$ cat src/rtl/interrupt_source_controller.sv
// interrupt_source_controller: drives RES_N, NMI_N and IRQ_N for a 6502-style CPU and acknowledges sources.
// Define VECTOR_OVERRIDE_EN to supply per-source IRQ vectors on FFFE/FFFF fetches.
module interrupt_source_controller #(
    parameter int         NUM_SRC     = 8,
    parameter int         RES_HOLD    = 8,
    parameter int         NMI_PULSE   = 2,
    parameter logic [7:0] VEC_BASE_LO = 8'h00,
    parameter logic [7:0] VEC_BASE_HI = 8'hF0
) (
    input  logic               clk_2,
    input  logic               res_p,
    input  logic [NUM_SRC-1:0] irq_src,
    input  logic               mask_we,
    input  logic [NUM_SRC-1:0] mask_wdata,
    input  logic               nmi_req,
    input  logic               soft_reset_req,
    input  logic [15:0]        addr,
    input  logic               rw,
    output logic               RES_N,
    output logic               NMI_N,
    output logic               IRQ_N,
    output logic [NUM_SRC-1:0] irq_pending,
    output logic [NUM_SRC-1:0] irq_ack,
    output logic [2:0]         active_src,
    output logic               vec_override,
    output logic [7:0]         vec_data
);

    localparam int RCW = $clog2(RES_HOLD + 1);
    localparam int NCW = $clog2(NMI_PULSE + 1);
    localparam logic [RCW-1:0] RES_LAST = RCW'(RES_HOLD - 1);
    localparam logic [NCW-1:0] NMI_LAST = NCW'(NMI_PULSE - 1);

    typedef enum logic {RS_HOLD, RS_RUN} rst_state_e;
    typedef enum logic [1:0] {NS_IDLE, NS_LOW, NS_WAIT} nmi_state_e;

    rst_state_e         rst_q, rst_d;
    logic [RCW-1:0]     rcnt_q, rcnt_d;
    nmi_state_e         nmi_q, nmi_d;
    logic [NCW-1:0]     ncnt_q, ncnt_d;
    logic               npend_q, npend_d;
    logic               nreq_q;
    logic [NUM_SRC-1:0] mask_q;
    logic [NUM_SRC-1:0] ack_q, ack_d;
    logic [2:0]         act_q, act_d;

    logic [2:0] enc;
    logic       any_pend;
    logic       fetch_lo;
    logic       fetch_nmi;
    logic       nreq_edge;
    logic       nmi_start;

    assign irq_pending = irq_src & ~mask_q;
    assign any_pend    = |irq_pending;
    assign RES_N       = (rst_q == RS_RUN);
    assign NMI_N       = (nmi_q != NS_LOW);
    assign IRQ_N       = ~any_pend;
    assign irq_ack     = ack_q;
    assign active_src  = act_q;
    assign fetch_lo    = RES_N & rw & (addr == 16'hFFFE);
    assign fetch_nmi   = RES_N & rw & (addr == 16'hFFFA);
    assign nreq_edge   = nmi_req & ~nreq_q;

    // Lowest set index wins.
    always_comb begin
        enc = '0;
        for (int i = NUM_SRC - 1; i >= 0; i--) begin
            if (irq_pending[i]) enc = 3'(i);
        end
    end

    always_comb begin
        rst_d  = rst_q;
        rcnt_d = rcnt_q;
        if (soft_reset_req) begin
            rst_d  = RS_HOLD;
            rcnt_d = '0;
        end else if (rst_q == RS_HOLD) begin
            if (rcnt_q == RES_LAST) rst_d = RS_RUN;
            else rcnt_d = rcnt_q + RCW'(1);
        end
    end

    // A soft reset cycle never acknowledges: RES_N drops on the next edge.
    always_comb begin
        ack_d = '0;
        act_d = act_q;
        if (fetch_lo && any_pend && !soft_reset_req) begin
            ack_d = NUM_SRC'(1) << enc;
            act_d = enc;
        end
    end

    // ncnt counts pulse length in LOW and post-acknowledge high time in IDLE.
    always_comb begin
        nmi_d     = nmi_q;
        ncnt_d    = ncnt_q;
        nmi_start = 1'b0;
        unique case (nmi_q)
            NS_IDLE: begin
                if (npend_q && ncnt_q >= NMI_LAST) begin
                    nmi_d     = NS_LOW;
                    ncnt_d    = '0;
                    nmi_start = 1'b1;
                end else if (ncnt_q < NMI_LAST) begin
                    ncnt_d = ncnt_q + NCW'(1);
                end
            end
            NS_LOW: begin
                if (ncnt_q == NMI_LAST) begin
                    nmi_d  = NS_WAIT;
                    ncnt_d = '0;
                end else begin
                    ncnt_d = ncnt_q + NCW'(1);
                end
            end
            NS_WAIT: begin
                if (fetch_nmi) begin
                    nmi_d  = NS_IDLE;
                    ncnt_d = '0;
                end
            end
            default: nmi_d = NS_IDLE;
        endcase
        npend_d = (npend_q & ~nmi_start) | (nreq_edge & RES_N);
        if (soft_reset_req) begin
            nmi_d   = NS_IDLE;
            ncnt_d  = NMI_LAST;
            npend_d = 1'b0;
        end
    end

    always_ff @(posedge clk_2) begin
        if (res_p) begin
            rst_q   <= RS_HOLD;
            rcnt_q  <= '0;
            nmi_q   <= NS_IDLE;
            ncnt_q  <= NMI_LAST;
            npend_q <= 1'b0;
            nreq_q  <= 1'b0;
            mask_q  <= '1;
            ack_q   <= '0;
            act_q   <= '0;
        end else begin
            rst_q   <= rst_d;
            rcnt_q  <= rcnt_d;
            nmi_q   <= nmi_d;
            ncnt_q  <= ncnt_d;
            npend_q <= npend_d;
            nreq_q  <= nmi_req;
            ack_q   <= ack_d;
            act_q   <= act_d;
            if (mask_we) mask_q <= mask_wdata;
        end
    end

`ifdef VECTOR_OVERRIDE_EN
    always_comb begin
        vec_override = 1'b0;
        vec_data     = 8'h00;
        if (fetch_lo && any_pend) begin
            vec_override = 1'b1;
            vec_data     = VEC_BASE_LO + {4'b0000, enc, 1'b0};
        end else if (RES_N && rw && addr == 16'hFFFF && |ack_q) begin
            vec_override = 1'b1;
            vec_data     = VEC_BASE_HI;
        end
    end
`else
    assign vec_override = 1'b0;
    assign vec_data     = 8'h00;
`endif

endmodule
$ cat config.mk
export PLATFORM = sky130hd
export DESIGN_NAME = interrupt_source_controller
export DESIGN_NICKNAME = d
export VERILOG_FILES = /design/src/rtl/interrupt_source_controller.sv
export SDC_FILE = /design/constraint.sdc
export NUM_CORES = 1
export LEC_CHECK = 0
export CAP_MARGIN = 20
export CORE_MARGIN = 4
export CORE_UTILIZATION = 35
export CTS_BUF_LIST = sky130_fd_sc_hd__clkbuf_4
export DETAILED_ROUTE_END_ITERATION = 16
export DONT_BUFFER_PORTS = 1
export GPL_TIMING_DRIVEN = 0
export PLACE_DENSITY = 0.62
export RECOVER_POWER = 25
export SLEW_MARGIN = 20
export SYNTH_ARGS = -nofsm -noshare
export SYNTH_HDL_FRONTEND = slang
export SYNTH_SLANG_ARGS = --single-unit
$ cat constraint.sdc
create_clock -name clk_2 -period 1.7 [get_ports clk_2]
set_input_delay 0.34 -clock clk_2 [delete_from_list [all_inputs] [get_ports clk_2]]
set_output_delay 0.34 -clock clk_2 [all_outputs]
set_load 0.01 [all_outputs]
# --- Yosys cells after proc, flatten, opt, wreduce, memory -nomap -nowiden ---
# Index checks and enable logic that the tools add are counted.
op_classes:
  n_addsub: 2
  order_cmp: 2
  eq_ne: 11
  shift: 1
  mux: 20
  bitwise: 15
  n_reduce_logical: 12
ops:
  columns: ["op", "n"]
  rows:
  - ["equality test 16 bit, second input constant", 2]
  - ["2-to-1 mux 3 bit", 8]
  - ["2-to-1 mux 2 bit", 6]
  - ["case mux 2 bit (3 select lines)", 2]
  - ["bitwise AND 8 bit", 1]
  - ["NOT 8 bit", 1]
  - ["OR reduction 8 bit", 1]
  - ["left shift 1 x 3 -> 8 bit, first input constant", 1]
  - ["bitwise AND 1 bit", 6]
  - ["inequality test 2 bit, second input constant", 3]
  - ["NOT 1 bit", 6]
  - ["AND reduction 3 bit", 2]
  - ["adder 4 x 1 -> 4 bit, second input constant", 1]
  - ["equality test 2 x 1 -> 1 bit, second input constant", 2]
  - ["equality test 4 x 3 -> 1 bit, second input constant", 1]
  - ["2-to-1 mux 1 bit", 4]
  - ["OR reduction 2 bit", 2]
  - ["logical AND 1 bit", 3]
  - ["inequality test 3 bit, second input constant", 1]
  - ["nonzero test 3 bit", 1]
  - ["adder 2 x 1 -> 2 bit, second input constant", 1]
  - ["equality test 2 bit, second input constant", 1]
  - ["greater-or-equal comparator 2 x 1 -> 1 bit, second input constant", 1]
  - ["logical NOT 2 bit", 1]
  - ["5 further kinds", 5]
word_totals:
  ff_bits: 30
  input_bits: 38

# --- Depth between registers and ports, before layout ---
logic_depth:
  ltp_word: 11
  mapped_depth: 7
  mapped_depth_nobuf: 7

# --- Worst setup path after synthesis ---
# No wires, ideal clock.
synth_path:
  path_kind: "flip-flop to flip-flop"
  startpoint: "reg rst_q, in the netlist RES_N"
  endpoint: "reg act_q[0], in the netlist active_src[0]"
  setup_ps: 128
  arrival_time_ps: 1525
  required_ps: 1572
  path_slack_ps: 47
  stages_incl_launch_ff: 6
  path_buffers: 0
  synth_period_minus_slack_ps: 1653
  cell_sequence: "dfxtp_1 -> nand4b_1 -> or3_4 -> a2111oi_4 -> mux2i_1 -> nor2_1"
synth_via:
  elab_chain_cells: 4
synth_lines:
  columns: ["element", "line", "source"]
  rows:
  - ["from (decl)", "37", "rst_state_e rst_q, rst_d;"]
  - ["from (signal assigned)", "146", "rst_q <= rst_d;"]
  - ["bitwise AND 1 bit (2 in a row)", "61", "assign fetch_lo = RES_N & rw & (addr == 16'hFFFE);"]
  - ["logical AND 1 bit (2 in a row)", "89", "if (fetch_lo && any_pend && !soft_reset_req) begin"]
  - ["to (signal assigned)", "153", "act_q <= act_d;"]
  - ["to (decl)", "45", "logic [2:0] act_q, act_d;"]
# No other way between the ends.
# A chain may end at the register's enable or synchronous reset.

# --- Worst setup path in the final report ---
layout_path:
  startpoint: "reg mask_q[4]"
  endpoint: "out IRQ_N"
layout_via:
  elab_chain_cells: 4
layout_lines:
  columns: ["element", "line", "source"]
  rows:
  - ["from (decl)", "43", "logic [NUM_SRC-1:0] mask_q;"]
  - ["from (signal assigned)", "154", "if (mask_we) mask_q <= mask_wdata;"]
  - ["NOT 8 bit", "54", "assign irq_pending = irq_src & ~mask_q;"]
  - ["bitwise AND 8 bit", "54", null]
  - ["via irq_pending[4]", "22", "output logic [NUM_SRC-1:0] irq_pending,"]
  - ["OR reduction 8 bit", "55", "assign any_pend = |irq_pending;"]
  - ["NOT 1 bit", "58", "assign IRQ_N = ~any_pend;"]
  - ["to (decl)", "21", "output logic IRQ_N,"]
# The timed path passes the listed nets, and every way through them passes these cells.

==> qor.csv <==
metric,value,unit
Top-Level Pins,69,
Root Driver,clkbuf_4,
Setup CP Type,reg2out,
worst min path class,in2reg,
Site Rows,23,
"slowest stage delay, CP",0.33,ns
area grow syn2layout,18.3,%
initial antenna violation count,0,
Post-Route WL,3370,um
deepest clock path buffer count,2,
post-synthesis sequential area ratio,38.8,%
Final Cell Area,1830,um^2
violated checks,negative setup slack,
Yosys top cell by area,dfxtp_1,
final worst-path cycle share,101,%
die width,74.5,um
post-synth top area share,38.8,%
cell area after synthesis,1550,um^2
DRC,0,
htree depth,2,
"Core Util, Final",44.2,%
drt pass-1 iters,4,
clock sinks,30,
WP data arrival,1.37,ns
crit-path cells,nand2b_4 > inv_4 > nor4_4 > and2_4,
CTS tree,done,
Slew Limit Headroom,66.7,%
DP HPWL,2690,um
most frequent cells in the layout,"24 x dfxtp_1, 15 x nor2_1, 14 x buf_4, 12 x nand2_1",
Worst Setup End Kind,output pin,
vias in the first global route,1083,
Worst-path clk slew,0.09,ns
Avg WL per Cell,13.9,um
pre-CTS setup slack,-0.170,ns
slowest CP cell,dfxtp_2,
Mapped Avg Cell Area,9.06,um^2
share of layout cells above drive strength 1,26.0,%
die area,5550,um^2
drt first-iter violations,44,
"Max FO, Critical Path",3,
via count,1203,
VDD IR max,0.376,mV
Synth async-reset ratio,0,%
starting density of the core,37.4,%
f_max,0.585,GHz
endpoints failing hold,0,
Core ar.,4140,um^2
# diodes,0,
#FFs+latches synth,30,
"Primary FF master, synth",dfxtp_1,
Tmin final,1.71,ns
final worst setup slack,-0.0105,ns
Synth Warn #,0,
pwr dens,705,nW/um^2
CP Launch Type,flop,
worst clock skew,0.0164,ns
die extent in y,74.5,um
leak pwr,0.796,nW
overall power,1.29,mW
Cell variety after synth,37,
Num CTS Buffers,5,
via/cell ratio,4.97,
max cap viols,0,
"top cells by area, synth","dfxtp_1 39%, ha_1 6.5%, mux2i_1 5.2%, a211o_1 4.5%, nor2b_1 4.4%",
pin count of the biggest net entering global routing,11,
"commonest non-fill, non-tap cell in the layout",dfxtp_1,
worst skew pair latency,0.32,ns
Synth Instances,171,
final setup vio count,1,
Routed Antenna Nets,0,
status,"complete, but fails checks",
worst slew pin tran,0.498,ns
WP data required,1.36,ns
final slew viol count,0,
count of nets after finishing,237,
GRT Total Usage,12.4,%
gpl congestion,0.774,
IO Port Bufs,0,
RSZ-0062 raised after global routing,true,
Post-CTS Hold Buffers,0,
DP Area,1640,um^2
global-route wire length before repair,5170,um
Post-synth EDFFs,0,
Overflow after GRT,0,
[flip-flops by register name, summed over array words and instances, names as in the netlist]
name	cells
nreq_q	1
npend_q	1
active_src	3
mask_q	8
nmi_q	2
irq_ack	8
RES_N	1
rcnt_q	4
ncnt_q	2
[kinds of logic after synthesis]
logic type               Yosys count  share of synthesized area [%]
XOR/XNOR                           3                           1.70
buffers and inverters             27                           8.72
other                              1                          0.242
multiplexers                       9                           5.90
flip-flops                        30                           38.8
AND/OR/NAND/NOR                   69                           25.4
AO/OA/AOI/OAI                     24                           12.8
adder cells (fa/ha/maj)            8                           6.46
[cells in the mapped netlist (2+ instances only)]
master,instances
a211o_1,8
a21oi_1,5
a31oi_1,2
and2_1,2
buf_4,9
clkbuf_1,3
dfxtp_1,30
ha_1,8
inv_1,14
mux2i_1,8
nand2_1,12
nand2b_1,7
nand3_1,5
nand3b_1,3
nand4_1,3
nor2_1,15
nor2b_1,11
nor3_1,2
o211ai_1,2
o21ai_0,3
or3_4,2
xnor2_1,2
[final timing paths]
kind	from	end	slack, ns	cells after the start
worst max-delay path	mask_q[4]	IRQ_N	-0.01	4
worst min-delay path	res_p	nreq_q	0.09	1
worst max register to register	mask_q[5]	active_src[1]	0.04	6
worst min register to register	npend_q	npend_q	0.49	2
[critical path, delay by kind of cell (launching register included)]
family	cells	cell delay, ns
and+or+nand+nor	3	0.67
DFF	1	0.33
buffers and inverters	1	0.05
[stage by stage]
stage	cells	hold WS, ns	setup TNS (ns)
floorplan	179	0.412	0
global placement	229	0.414	-0.499
detailed placement	229	0.416	-0.650
CTS	241	0.0737	-0.0871
global route	242	0.0510	-0.146
finish	242	0.0877	-0.0105
[layer usage]
metal | up-vias | global-route usage, % | wire length [um]
met1 | 552 | 14.6 | 1410
met5 | - | 0 | 0
met2 | 39 | 19.5 | 1610
met4 | 0 | 5.73 | 38
li1 | 608 | - | -
met3 | 4 | 5.41 | 313
[layout make-up]
cell class / instances / area [um^2]
tap: 50 / 62.6
buffer: 12 / 78.8
fill: 431 / 2310
multi-input combinational: 122 / 925
inverter: 15 / 66.3
clock buffer: 5 / 37.5
sequential: 30 / 613
clock inverter: 3 / 11.3
timing repair buffer: 5 / 37.5
[power by group]
part / switching, mW / leakage [nW] / internal (mW)
Clock: 0.229 / 0.0277 / 0.147
Sequential: 0.00987 / 0.244 / 0.719
Combinational: 0.0952 / 0.523 / 0.0912
[repair_timing]
action                                  in CTS  in global routing
endpoints found under the hold margin        0                  0
setup buffers                                4                  1
endpoints found under the setup margin       6                  5
pin swaps                                    5                  3
resized for setup                           25                  8
(Power assumes the default switching activity.)
